`src/rtl/mem_stage_top_if.sv`:
```
// mem_stage_top_if: data-memory port between the MEM stage and data memory.
//   dmem_req_o    stage -> mem  access request
//   dmem_we_o     stage -> mem  1 = write
//   dmem_addr_o   stage -> mem  word-aligned address
//   dmem_be_o     stage -> mem  byte enables
//   dmem_wdata_o  stage -> mem  lane-replicated store data
//   dmem_ack_i    mem -> stage  access complete, rdata valid this cycle
//   dmem_rdata_i  mem -> stage  read word
// Modports: master = MEM stage, slave = data memory.
interface mem_stage_top_if;
  logic        dmem_req_o;
  logic        dmem_we_o;
  logic [31:0] dmem_addr_o;
  logic [3:0]  dmem_be_o;
  logic [31:0] dmem_wdata_o;
  logic        dmem_ack_i;
  logic [31:0] dmem_rdata_i;

  modport master (
    output dmem_req_o, dmem_we_o, dmem_addr_o, dmem_be_o, dmem_wdata_o,
    input  dmem_ack_i, dmem_rdata_i
  );

  modport slave (
    input  dmem_req_o, dmem_we_o, dmem_addr_o, dmem_be_o, dmem_wdata_o,
    output dmem_ack_i, dmem_rdata_i
  );
endinterface

```
`src/rtl/mem_stage_top.sv`:
```
// mem_stage_top: memory-access stage of the 5-stage RV32I pipeline.
// Issues load/store requests on the dmem port (byte-lane steering, load
// extension, misalignment detection), stalls upstream while memory is busy,
// and holds the MEM/WB register feeding writeback and forwarding.
// Ports:
//   clk_i, rst_i (async, active-high)
//   exmem_hold_i          EX/MEM holds its content at next edge (other stalls)
//   alu_result_i .. ex_valid_i   EX/MEM register contents
//   dmem                  data-memory port (master side)
//   mem_stall_o           combinational freeze of PC, IF/ID, ID/EX, EX/MEM
//   alu_result_o .. bus_err_o    MEM/WB register
// TIMEOUT: request cycles allowed before a bus error is declared (>=2).
module mem_stage_top #(
  parameter int TIMEOUT = 16
) (
  input  logic        clk_i,
  input  logic        rst_i,
  input  logic        exmem_hold_i,
  input  logic [31:0] alu_result_i,
  input  logic [31:0] store_data_i,
  input  logic [31:0] pc_address_i,
  input  logic        regwrite_i,
  input  logic [4:0]  rd_addr_i,
  input  logic [1:0]  memtoreg_i,
  input  logic        memread_i,
  input  logic        memwrite_i,
  input  logic [2:0]  width_select_i,
  input  logic        ex_valid_i,
  mem_stage_top_if.master dmem,
  output logic        mem_stall_o,
  output logic [31:0] alu_result_o,
  output logic [31:0] mem_data_o,
  output logic        regwrite_o,
  output logic [4:0]  rd_addr_o,
  output logic [1:0]  memtoreg_o,
  output logic        mem_valid_o,
  output logic        misaligned_o,
  output logic        bus_err_o
);

  localparam int CNT_W = $clog2(TIMEOUT + 1);

  typedef enum logic [1:0] {IDLE, WAIT, DONE} state_t;

  function automatic logic is_aligned(input logic [1:0] w, input logic [1:0] a);
    case (w)
      2'b00:   return 1'b1;
      2'b01:   return ~a[0];
      default: return a == 2'b00;
    endcase
  endfunction

  function automatic logic [3:0] lane_be(input logic [1:0] w, input logic [1:0] a);
    case (w)
      2'b00:   return 4'b0001 << a;
      2'b01:   return 4'b0011 << {a[1], 1'b0};
      default: return 4'b1111;
    endcase
  endfunction

  function automatic logic [31:0] lane_wdata(input logic [1:0] w, input logic [31:0] d);
    case (w)
      2'b00:   return {4{d[7:0]}};
      2'b01:   return {2{d[15:0]}};
      default: return d;
    endcase
  endfunction

  function automatic logic [31:0] load_extract(input logic [2:0] w, input logic [1:0] a,
                                               input logic [31:0] rdata);
    logic        [31:0] sh;
    logic signed [7:0]  b;
    logic signed [15:0] h;
    logic signed [31:0] ext;
    sh  = rdata >> {a, 3'b000};
    b   = sh[7:0];
    h   = sh[15:0];
    ext = 32'sd0;
    case (w)
      3'b000:  ext = b;
      3'b001:  ext = h;
      3'b100:  ext = {24'd0, sh[7:0]};
      3'b101:  ext = {16'd0, sh[15:0]};
      default: ext = rdata;
    endcase
    return ext;
  endfunction

  state_t           state_q, state_n;
  logic [CNT_W-1:0] cnt_q, cnt_n;
  logic             is_mem, aligned, access, misalign;
  logic             req, stall, retire, bus_err;
  logic [31:0]      wb_data;

  logic [31:0]      alu_result_p1, mem_data_p1;
  logic             regwrite_p1, vld_p1, misaligned_p1, bus_err_p1;
  logic [4:0]       rd_addr_p1;
  logic [1:0]       memtoreg_p1;

  assign is_mem   = memread_i | memwrite_i;
  assign aligned  = is_aligned(width_select_i[1:0], alu_result_i[1:0]);
  assign access   = ex_valid_i & is_mem & aligned;
  assign misalign = ex_valid_i & is_mem & ~aligned;

  always_ff @(posedge clk_i or posedge rst_i) begin
    if (rst_i) begin
      state_q <= IDLE;
      cnt_q   <= '0;
    end else begin
      state_q <= state_n;
      cnt_q   <= cnt_n;
    end
  end

  always_comb begin
    state_n = state_q;
    cnt_n   = cnt_q;
    case (state_q)
      IDLE: begin
        if (stall) begin
          state_n = WAIT;
          cnt_n   = CNT_W'(1);
        end else if (retire) begin
          state_n = exmem_hold_i ? DONE : IDLE;
        end
      end
      WAIT: begin
        if (retire) begin
          state_n = exmem_hold_i ? DONE : IDLE;
          cnt_n   = '0;
        end else begin
          cnt_n = cnt_q + 1'b1;
        end
      end
      DONE: begin
        if (!exmem_hold_i) state_n = IDLE;
      end
      default: state_n = IDLE;
    endcase
  end

  // In WAIT the request is withdrawn once the counter reaches TIMEOUT, so a
  // late ack in that cycle is ignored and the access retires as a bus error.
  always_comb begin
    req     = 1'b0;
    retire  = 1'b0;
    bus_err = 1'b0;
    case (state_q)
      IDLE: begin
        req    = access;
        retire = ex_valid_i & ~(access & ~dmem.dmem_ack_i);
      end
      WAIT: begin
        req     = cnt_q < CNT_W'(TIMEOUT);
        bus_err = ~req;
        retire  = bus_err | dmem.dmem_ack_i;
      end
      default: ;
    endcase
    stall = req & ~dmem.dmem_ack_i;
  end

  // Request and stall are gated by rst_i so they fall immediately on reset.
  assign dmem.dmem_req_o   = req & ~rst_i;
  assign mem_stall_o       = stall & ~rst_i;
  assign dmem.dmem_we_o    = memwrite_i;
  assign dmem.dmem_addr_o  = {alu_result_i[31:2], 2'b00};
  assign dmem.dmem_be_o    = lane_be(width_select_i[1:0], alu_result_i[1:0]);
  assign dmem.dmem_wdata_o = lane_wdata(width_select_i[1:0], store_data_i);

  always_comb begin
    wb_data = 32'd0;
    if (memtoreg_i == 2'b10)
      wb_data = pc_address_i + 32'd4;
    else if (memread_i & ~misalign & ~bus_err)
      wb_data = load_extract(width_select_i, alu_result_i[1:0], dmem.dmem_rdata_i);
  end

  // MEM/WB boundary
  always_ff @(posedge clk_i or posedge rst_i) begin
    if (rst_i) begin
      vld_p1        <= 1'b0;
      alu_result_p1 <= 32'd0;
      mem_data_p1   <= 32'd0;
      regwrite_p1   <= 1'b0;
      rd_addr_p1    <= 5'd0;
      memtoreg_p1   <= 2'd0;
      misaligned_p1 <= 1'b0;
      bus_err_p1    <= 1'b0;
    end else if (retire) begin
      vld_p1        <= 1'b1;
      alu_result_p1 <= alu_result_i;
      mem_data_p1   <= wb_data;
      regwrite_p1   <= regwrite_i & ~misalign & ~bus_err;
      rd_addr_p1    <= rd_addr_i;
      memtoreg_p1   <= memtoreg_i;
      misaligned_p1 <= misalign;
      bus_err_p1    <= bus_err;
    end else begin
      vld_p1        <= 1'b0;
      alu_result_p1 <= 32'd0;
      mem_data_p1   <= 32'd0;
      regwrite_p1   <= 1'b0;
      rd_addr_p1    <= 5'd0;
      memtoreg_p1   <= 2'd0;
      misaligned_p1 <= 1'b0;
      bus_err_p1    <= 1'b0;
    end
  end

  assign mem_valid_o  = vld_p1;
  assign alu_result_o = alu_result_p1;
  assign mem_data_o   = mem_data_p1;
  assign regwrite_o   = regwrite_p1;
  assign rd_addr_o    = rd_addr_p1;
  assign memtoreg_o   = memtoreg_p1;
  assign misaligned_o = misaligned_p1;
  assign bus_err_o    = bus_err_p1;

endmodule

```
`src/flat_wrapper.sv`:
```
// flat-port wrapper written by rule: the top's interface ports become plain ports
module mem_stage_top_flat 
#(
  parameter int TIMEOUT = 16
)
  (clk_i, rst_i, exmem_hold_i, alu_result_i, store_data_i, pc_address_i, regwrite_i, rd_addr_i, memtoreg_i, memread_i, memwrite_i, width_select_i, ex_valid_i, mem_stall_o, alu_result_o, mem_data_o, regwrite_o, rd_addr_o, memtoreg_o, mem_valid_o, misaligned_o, bus_err_o, dmem_dmem_req_o, dmem_dmem_we_o, dmem_dmem_addr_o, dmem_dmem_be_o, dmem_dmem_wdata_o, dmem_dmem_ack_i, dmem_dmem_rdata_i);
  mem_stage_top_if dmem_i ();
  input  logic clk_i;
  input  logic rst_i;
  input  logic exmem_hold_i;
  input  logic [31:0] alu_result_i;
  input  logic [31:0] store_data_i;
  input  logic [31:0] pc_address_i;
  input  logic regwrite_i;
  input  logic [4:0] rd_addr_i;
  input  logic [1:0] memtoreg_i;
  input  logic memread_i;
  input  logic memwrite_i;
  input  logic [2:0] width_select_i;
  input  logic ex_valid_i;
  output logic mem_stall_o;
  output logic [31:0] alu_result_o;
  output logic [31:0] mem_data_o;
  output logic regwrite_o;
  output logic [4:0] rd_addr_o;
  output logic [1:0] memtoreg_o;
  output logic mem_valid_o;
  output logic misaligned_o;
  output logic bus_err_o;
  output wire logic [$bits(dmem_i.dmem_req_o)-1:0] dmem_dmem_req_o;
  output wire logic [$bits(dmem_i.dmem_we_o)-1:0] dmem_dmem_we_o;
  output wire logic [$bits(dmem_i.dmem_addr_o)-1:0] dmem_dmem_addr_o;
  output wire logic [$bits(dmem_i.dmem_be_o)-1:0] dmem_dmem_be_o;
  output wire logic [$bits(dmem_i.dmem_wdata_o)-1:0] dmem_dmem_wdata_o;
  input wire logic [$bits(dmem_i.dmem_ack_i)-1:0] dmem_dmem_ack_i;
  input wire logic [$bits(dmem_i.dmem_rdata_i)-1:0] dmem_dmem_rdata_i;
  assign dmem_dmem_req_o = dmem_i.dmem_req_o;
  assign dmem_dmem_we_o = dmem_i.dmem_we_o;
  assign dmem_dmem_addr_o = dmem_i.dmem_addr_o;
  assign dmem_dmem_be_o = dmem_i.dmem_be_o;
  assign dmem_dmem_wdata_o = dmem_i.dmem_wdata_o;
  assign dmem_i.dmem_ack_i = dmem_dmem_ack_i;
  assign dmem_i.dmem_rdata_i = dmem_dmem_rdata_i;
  mem_stage_top #(.TIMEOUT(TIMEOUT)) u_core (.clk_i(clk_i), .rst_i(rst_i), .exmem_hold_i(exmem_hold_i), .alu_result_i(alu_result_i), .store_data_i(store_data_i), .pc_address_i(pc_address_i), .regwrite_i(regwrite_i), .rd_addr_i(rd_addr_i), .memtoreg_i(memtoreg_i), .memread_i(memread_i), .memwrite_i(memwrite_i), .width_select_i(width_select_i), .ex_valid_i(ex_valid_i), .dmem(dmem_i), .mem_stall_o(mem_stall_o), .alu_result_o(alu_result_o), .mem_data_o(mem_data_o), .regwrite_o(regwrite_o), .rd_addr_o(rd_addr_o), .memtoreg_o(memtoreg_o), .mem_valid_o(mem_valid_o), .misaligned_o(misaligned_o), .bus_err_o(bus_err_o));
endmodule
```
`config.mk`:
```
export PLATFORM = sky130hd
export DESIGN_NAME = mem_stage_top_flat
export DESIGN_NICKNAME = d
export VERILOG_FILES = /design/src/rtl/mem_stage_top_if.sv /design/src/rtl/mem_stage_top.sv /design/src/flat_wrapper.sv
export SDC_FILE = /design/constraint.sdc
export NUM_CORES = 1
export LEC_CHECK = 0
export BUFFER_PORTS_ARGS = -buffer_cell sky130_fd_sc_hd__buf_2
export CAP_MARGIN = 20
export CORE_AREA = 3 3 114 116
export DETAILED_ROUTE_END_ITERATION = 7
export DIE_AREA = 0 0 117 119
export MAX_ROUTING_LAYER = met4
export PLACE_DENSITY = 0.8
export REMOVE_ABC_BUFFERS = 1
export SETUP_SLACK_MARGIN = 0.3
export SYNTH_ARGS = -nofsm -noshare
export SYNTH_HDL_FRONTEND = slang
export SYNTH_SLANG_ARGS = --single-unit
export TNS_END_PERCENT = 30
```
`constraint.sdc`:
```
create_clock -name clk_i -period 3.02 [get_ports clk_i]
set_input_delay 0.302 -clock clk_i [delete_from_list [all_inputs] [get_ports clk_i]]
set_output_delay 0.302 -clock clk_i [all_outputs]
set_load 0.02 [all_outputs]
```
==> impl_metrics.ini, run 1 <==
[run_status]
outcome = complete, no violations

[sta]
final_max_slew_viol_count = 0
setup_viol = 0
hold_slack_ps = 124.4
worst_pin_slew_ps = 872.5
finClkSkew_ps = 9.149
min_period_ps = 2076
slew_headroom_pct = 41.83
fin_ws_ps = 943.9
tns_ps = 0
fmax_mhz = 481.7
fin_crit_sh_pct = 68.74
rsz0062_at_grt = no
hold_violations = 0

[flow_run]
cap_violations = 0

[pwr]
switching_power_uw = 1040
power_frac_comb_pct = 27.9
p_clk_share_pct = 33.4
p_leak_uw = 0.003383
p_per_area_nw_per_um2 = 494.8
sw_frac_of_total_pct = 32.10
finalPower_uw = 3241
seqPwrFrac_pct = 38.7
intPower_uw = 2200
peakVddDrop_mv = 0.2506

[place]
io_buffers = 289
placed_area_um2 = 6254
dp_hpwl_um = 12840
gp_congestion = 0.9443
pre_cts_slack_ps = 746.3

[yosys]
ys_types = 55
syn_inst = 522
ys_seq_area_share_pct = 41.40
syn_area_um2 = 4956
syn_avg_cell_area_um2 = 9.494
ys_ff_latch = 82
yosysWarningCount = 0

[grt]
antenna_found_initial = 0
grt_usage_pct = 22.86
grt_max_degree = 50
grt_pass1_wl_um = 24060
overflow = 0
grt_pass1_vias = 4614

[route]
dr.pass1.iters = 4
vias = 4829
drt_iter0_markers = 408
drc_errors = 0
avgRoutedWirePerCell_um = 17.42
via_per_inst = 5.266
wirelength_um = 15980
ant_nets = 0

[worst_setup_path]
crit_path_end_kind = primary output
rr_worst_depth = 6
worstPathRequired_ps = 2720
critPathKind = input port to primary output
start_kind = input port
worstPathArrival_ps = 1770
cp_max_fo = 29

[finish]
layout_commonest_cell = buf_2
drive_above_1_share_pct = 46.10
antenna_cells = 0
final_cell_area_um2 = 6549
syn_to_final_growth_pct = 32.14
final_cell_mix = buf_2 (289), dfrtp_1 (82), and2_1 (39), nor2_1 (34), nand2_1 (30)
final_nets = 913

[clock_network]
cts_buffers = 9
root_buffer = clkbuf_16
cts_max_level = 3
cts_hold_buf = 0
insertion_delay_ps = 330
cts_setup_buffers = 0
cts_tree = yes
cts.sinks = 82
post_cts_resized = 0
cts_buffer_depth = 2
cts.reportedPaths.clkPinSlew_ps = 60

[die]
die_x_um = 117
rows = 40
start_util_pct = 41.26
core_area_um2 = 12010
dieArea_um2 = 13920
num_io_pins = 292
die_h_um = 119

[worst_hold_path]
hold_path_class = input port to asynchronous set/reset pin
==> power by group through the flow <==
stage               clock network [µW]  registers [µW]  logic, µW
floorplan                            0            1380        344
global placement                     0            1270        899
detailed placement                   0            1270        911
CTS                               1110            1250        916
global route                      1150            1270        990
finish                            1080            1250        905
==> stage by stage <==
step | std cells | util, %
global placement | 901 | 52.06
global route | 917 | 54.52
finish | 917 | 54.52
floorplan | 452 | -
CTS | 917 | 54.52
detailed placement | 901 | 52.06
==> path summary, 6_finish.rpt <==
check | end | start | slack (ps)
worst min-delay path | u_core.alu_result_o[1] | rst_i | 120
worst max register to register | u_core.mem_data_o[12] | u_core.state_q[1] | 1150
worst min register to register | u_core.cnt_q[2] | u_core.cnt_q[2] | 520
min in group clk_i | u_core.rd_addr_o[3] | rd_addr_i[3] | 180
worst max-delay path | dmem_dmem_wdata_o[12] | width_select_i[1] | 940
max in group asynchronous | u_core.alu_result_o[27] | rst_i | 2240
==> cells in the mapped netlist, drive strengths merged <==
master	instances	area (µm²)
o32a	1	10.01
conb	1	3.750
and2b	1	7.510
buf	52	375.4
a21boi	1	7.510
nand3b	1	7.510
nor2b	12	75.07
a22o	2	17.52
nand4b	2	17.52
nand3	10	62.56
a31oi	2	18.77
or4	1	11.26
nor3	7	35.03
o211ai	7	52.55
xor2	18	157.7
a2111oi	1	8.760
or3	1	6.260
nand2b	3	18.77
o22ai	24	156.4
a211oi	2	20.02
mux4	1	22.52
nor2	35	133.9
o311ai	2	17.52
xnor2	11	96.34
a311o	1	10.01
inv	10	37.54
o21ai	19	95.09
o21ba	1	10.01
clkbuf	19	72.56
dfrtp	82	2052
nor4	3	18.77
or2	1	6.260
mux2i	17	170.2
a21oi	30	153.9
nand4	14	93.84
mux2	25	281.5
and4	1	10.01
o21bai	6	45.04
ha	2	25.02
nand2	30	112.6
and3	3	20.02
a22oi	21	157.7
and2	39	244.0
==> area by class of cell <==
cell class | instances | area, µm²
fill | 1157 | 5463
multi-input combinational | 360 | 2422
sequential | 82 | 2052
timing repair buffer | 302 | 1556
clock buffer | 11 | 232.7
tap | 147 | 183.9
clock inverter | 5 | 62.56
inverter | 10 | 38.79
==> registers in the layout, summed over array words and instances, names as in the netlist <==
| signal | flops |
|---|---|
| u_core.alu_result_o | 32 |
| u_core.mem_data_o | 32 |
| u_core.cnt_q | 5 |
| u_core.rd_addr_o | 5 |
| u_core.memtoreg_o | 2 |
| u_core.state_q | 2 |
| u_core.bus_err_o | 1 |
| u_core.mem_valid_o | 1 |
| u_core.misaligned_o | 1 |
| u_core.regwrite_o | 1 |
==> kinds of logic after synthesis <==
family | count (synthesis) | share of synthesized area (%)
DFF | 82 | 41.40
buffers and inverters | 81 | 9.795
and+or+nand+nor | 164 | 17.77
AOI/OAI and AO/OA | 120 | 15.75
muxes | 43 | 9.568
other | 1 | 0.07567
xor gates and xnor gates | 29 | 5.125
adders and majority gates | 2 | 0.5048
==> critical path, stage by stage <==
cell	delay, ps
buf_2	120
buf_4	220
nor2_1	550
mux2_2	410
buf_2	160
==> layer usage <==
layer,share of wire [%],vias to the layer above,global-route usage (%)
met1,39,2264,27.03
met2,52,243,39.47
met4,1.9,0,8.459
li1,-,2298,-
met5,0,-,-
met3,6.9,24,2.744
Note: power is estimated with default switching activity, not from simulation.
==> run 2, diff against run 1 <==
--- a/config.mk
+++ b/config.mk
@@ -5,13 +5,14 @@
 export SDC_FILE = /design/constraint.sdc
 export NUM_CORES = 1
 export LEC_CHECK = 0
+export ABC_AREA = 1
 export BUFFER_PORTS_ARGS = -buffer_cell sky130_fd_sc_hd__buf_2
 export CAP_MARGIN = 20
-export CORE_AREA = 3 3 114 116
+export CORE_MARGIN = 3
+export CORE_UTILIZATION = 42
 export DETAILED_ROUTE_END_ITERATION = 7
-export DIE_AREA = 0 0 117 119
 export MAX_ROUTING_LAYER = met4
-export PLACE_DENSITY = 0.8
+export PLACE_DENSITY = 0.83
 export REMOVE_ABC_BUFFERS = 1
 export SETUP_SLACK_MARGIN = 0.3
 export SYNTH_ARGS = -nofsm -noshare
==> constraint.sdc (replaced) <==
create_clock -name clk_i -period 1.9 [get_ports clk_i]
set_input_delay 0.19 -clock clk_i [delete_from_list [all_inputs] [get_ports clk_i]]
set_output_delay 0.19 -clock clk_i [all_outputs]
set_load 0.02 [all_outputs]
==> run 2 against run 1 <==
- sequential power rose by 61%
- largest cell class unchanged
- synthesized area up 13%
- utilization rose by 3.6 points
- critical endpoint is now mem_stall_o
- combinational power rose by 100%
- register-to-register slack lost 870 ps
- sequential share of layout area shrank 3.9 points
- highest routed layer unchanged
- cell area is 14% higher
- non-clock buffer count is 19 higher
- largest power group unchanged
- hold slack worse by 70 ps
- final cell count rose by 42%
==> impl_metrics.ini, run 2 <==
[die]
die_x_um = 121.7
die_h_um = 121.7
dieArea_um2 = 14810
num_io_pins = 292
rows = 41
start_util_pct = 43.66
core_area_um2 = 12880

[grt]
grt_max_degree = 42
grt_pass1_vias = 5735
top_usage_layer = met2
grt.met1_usage_pct = 31.64
antenna_found_initial = 2
grt.met2_usage_pct = 45.15
grt_usage_pct = 26.18
grt_pass1_wl_um = 29650
met3_usage_pct = 3.853
overflow = 0

[place]
io_buffers = 289
dp_hpwl_um = 15730
gp_congestion = 1.002
dp_cells = 1268

[yosys]
ys_seq_area_share_pct = 36.50
yosysWarningCount = 0
synth-edff-count = 0
synth_area_leaders = dfrtp_1 (37%), nand2_1 (18%), nor2_1 (11%), inv_1 (5.6%), buf_4 (5.5%)
synth.top_cell.area_share_pct = 36.50
synthArstFlopShare_pct = 100.0
ys.flop_type = dfrtp_1
yosysMostFrequentCell = nand2_1
ys_types = 31
ys_ff_latch = 82
synth_top_area_cell = dfrtp_1
syn_inst = 857
syn_area_um2 = 5622
yosys-top-cells-count = nand2_1 (266), nor2_1 (162), inv_1 (84), dfrtp_1 (82), nand3_1 (57)
syn_avg_cell_area_um2 = 6.560

[clock_network]
root_buffer = clkbuf_16
cts_tree = yes
cts.sinks = 82
cts_max_level = 3
cts_buffers = 9
cts.reportedPaths.clkPinSlew_ps = 70
insertion_delay_ps = 340
cts_buffer_depth = 2

[sta]
rsz0062_at_grt = yes
finClkSkew_ps = 11.53
setup_viol = 0
fin_crit_sh_pct = 92.76
hold_violations = 0
fmax_mhz = 567.4
min_period_ps = 1763
tns_ps = 0
final_max_slew_viol_count = 0

[worst_setup_path]
worstPathRequired_ps = 1710
crit_path_end_kind = primary output
cp_max_fo = 3
cp_cell_sequence = nor2_4 > inv_4 > or2_4 > nand2_2 > nand2_2 > nor2_2 > buf_6
start_kind = register
worst_path_most_repeated_cell = nand2_2
critPathKind = register to primary output
cp_slowest_cell = dfrtp_1
worstPathArrival_ps = 1570
cpPeakStageDelay_ps = 420

[route]
drc_errors = 0
ant_nets = 0
dr.pass1.iters = 5
vias = 6424
via_per_inst = 4.945
drt_iter0_markers = 532
avgRoutedWirePerCell_um = 15.53
wirelength_um = 20180

[flow_run]
cap_violations = 0

[run_status]
outcome = complete, no violations

[finish]
drive_above_1_share_pct = 34.40
final_cell_mix = buf_2 (287), nand2_1 (263), nor2_1 (158), dfrtp_1 (82), inv_1 (79)
syn_to_final_growth_pct = 33.18
final_nets = 1268
instances_no_fill = 1299
layout_commonest_cell = buf_2

[pwr]
p_leak_uw = 0.004347
peakVddDrop_mv = 0.5026
p_per_area_nw_per_um2 = 748.3

[worst_hold_path]
hold_path_class = input port to register
## run 2: cell count changes in the layout (fill, tap and decap cells not counted), sizes merged, moves of 13 or more
cell	change
nand3	+54
a22oi	-21
o21ai	+13
nor2	+144
inv	+77
mux2i	-17
nand2	+242
mux2	-25
buf	+16
and2	-39
o22ai	-24
## run 2: layout make-up
type | count | area, µm²
clock buffers | 9 | 225.2
fillers | 1227 | 5389
well taps | 172 | 215.2
diodes | 2 | 5.005
multi-input cells | 617 | 2781
repair inverters | 1 | 7.507
flip-flops and latches | 82 | 2052
inverters | 88 | 346.6
clock inverters | 7 | 76.32
repair buffers | 321 | 1778
## run 2: worst max-delay path: cells and delay by family, from the launching register on
family | cells | cell delay (ps)
flip-flops | 1 | 420
buffers and inverters | 2 | 160
AND/OR/NAND/NOR | 5 | 640
## run 2: metal layers
metal  routed length (µm)  part of all wire, %
met1                 8066                   40
met5                    0                    0
met3                 1387                  6.9
met2                10000                   50
met4                  720                  3.6
## run 2: kinds of logic after synthesis
| kind of cell | share of synthesized area [%] |
|---|---|
| AO/OA/AOI/OAI | 7.835 |
| XOR/XNOR | 1.402 |
| adder cells (fa/ha/maj) | 0.4451 |
| buffers and inverters | 14.82 |
| flip-flops | 36.50 |
| other | 0.06671 |
| AND/OR/NAND/NOR | 38.93 |
## run 2: through the flow
step                hold WS (ps)  worst slack (ps)  util (%)  instance area (µm²)  total power, µW
finish                     54.83             137.5     58.15                 7487             5603
global route               56.38             78.30     58.15                 7487             5892
CTS                        46.05             160.3     57.15                 7358             5582
detailed placement         143.6             194.3     54.21                 6980             3763
global placement           144.6             235.1     54.21                 6980             3739
floorplan                  296.2            -620.5         -                 5127             2933
## run 2: report_power, final
group	total (µW)	internal, µW	switching [µW]
clock network	1780	1030	750
logic	1820	621	1190
registers	2010	1940	72.6
## run 2: path summary, 6_finish.rpt
check,slack [ps],endpoint,cells past startpoint,start
max in group asynchronous,930,u_core.alu_result_o[18],4,rst_i
min,50,u_core.rd_addr_o[4],3,rd_addr_i[4]
max reg2reg,280,u_core.mem_data_o[17],9,u_core.state_q[0]
min in group asynchronous,350,u_core.mem_data_o[1],3,rst_i
min reg2reg,550,u_core.cnt_q[3],2,u_core.cnt_q[3]
max,140,mem_stall_o,7,u_core.state_q[1]
## run 2: repair_timing
action	CTS	global route
gates resized for setup	9	13
setup endpoints to repair	4	41
pin swaps	4	6
buffers inserted	6	3
cloned	0	3
endpoints found under the hold margin	11	0
hold buffers	1	0
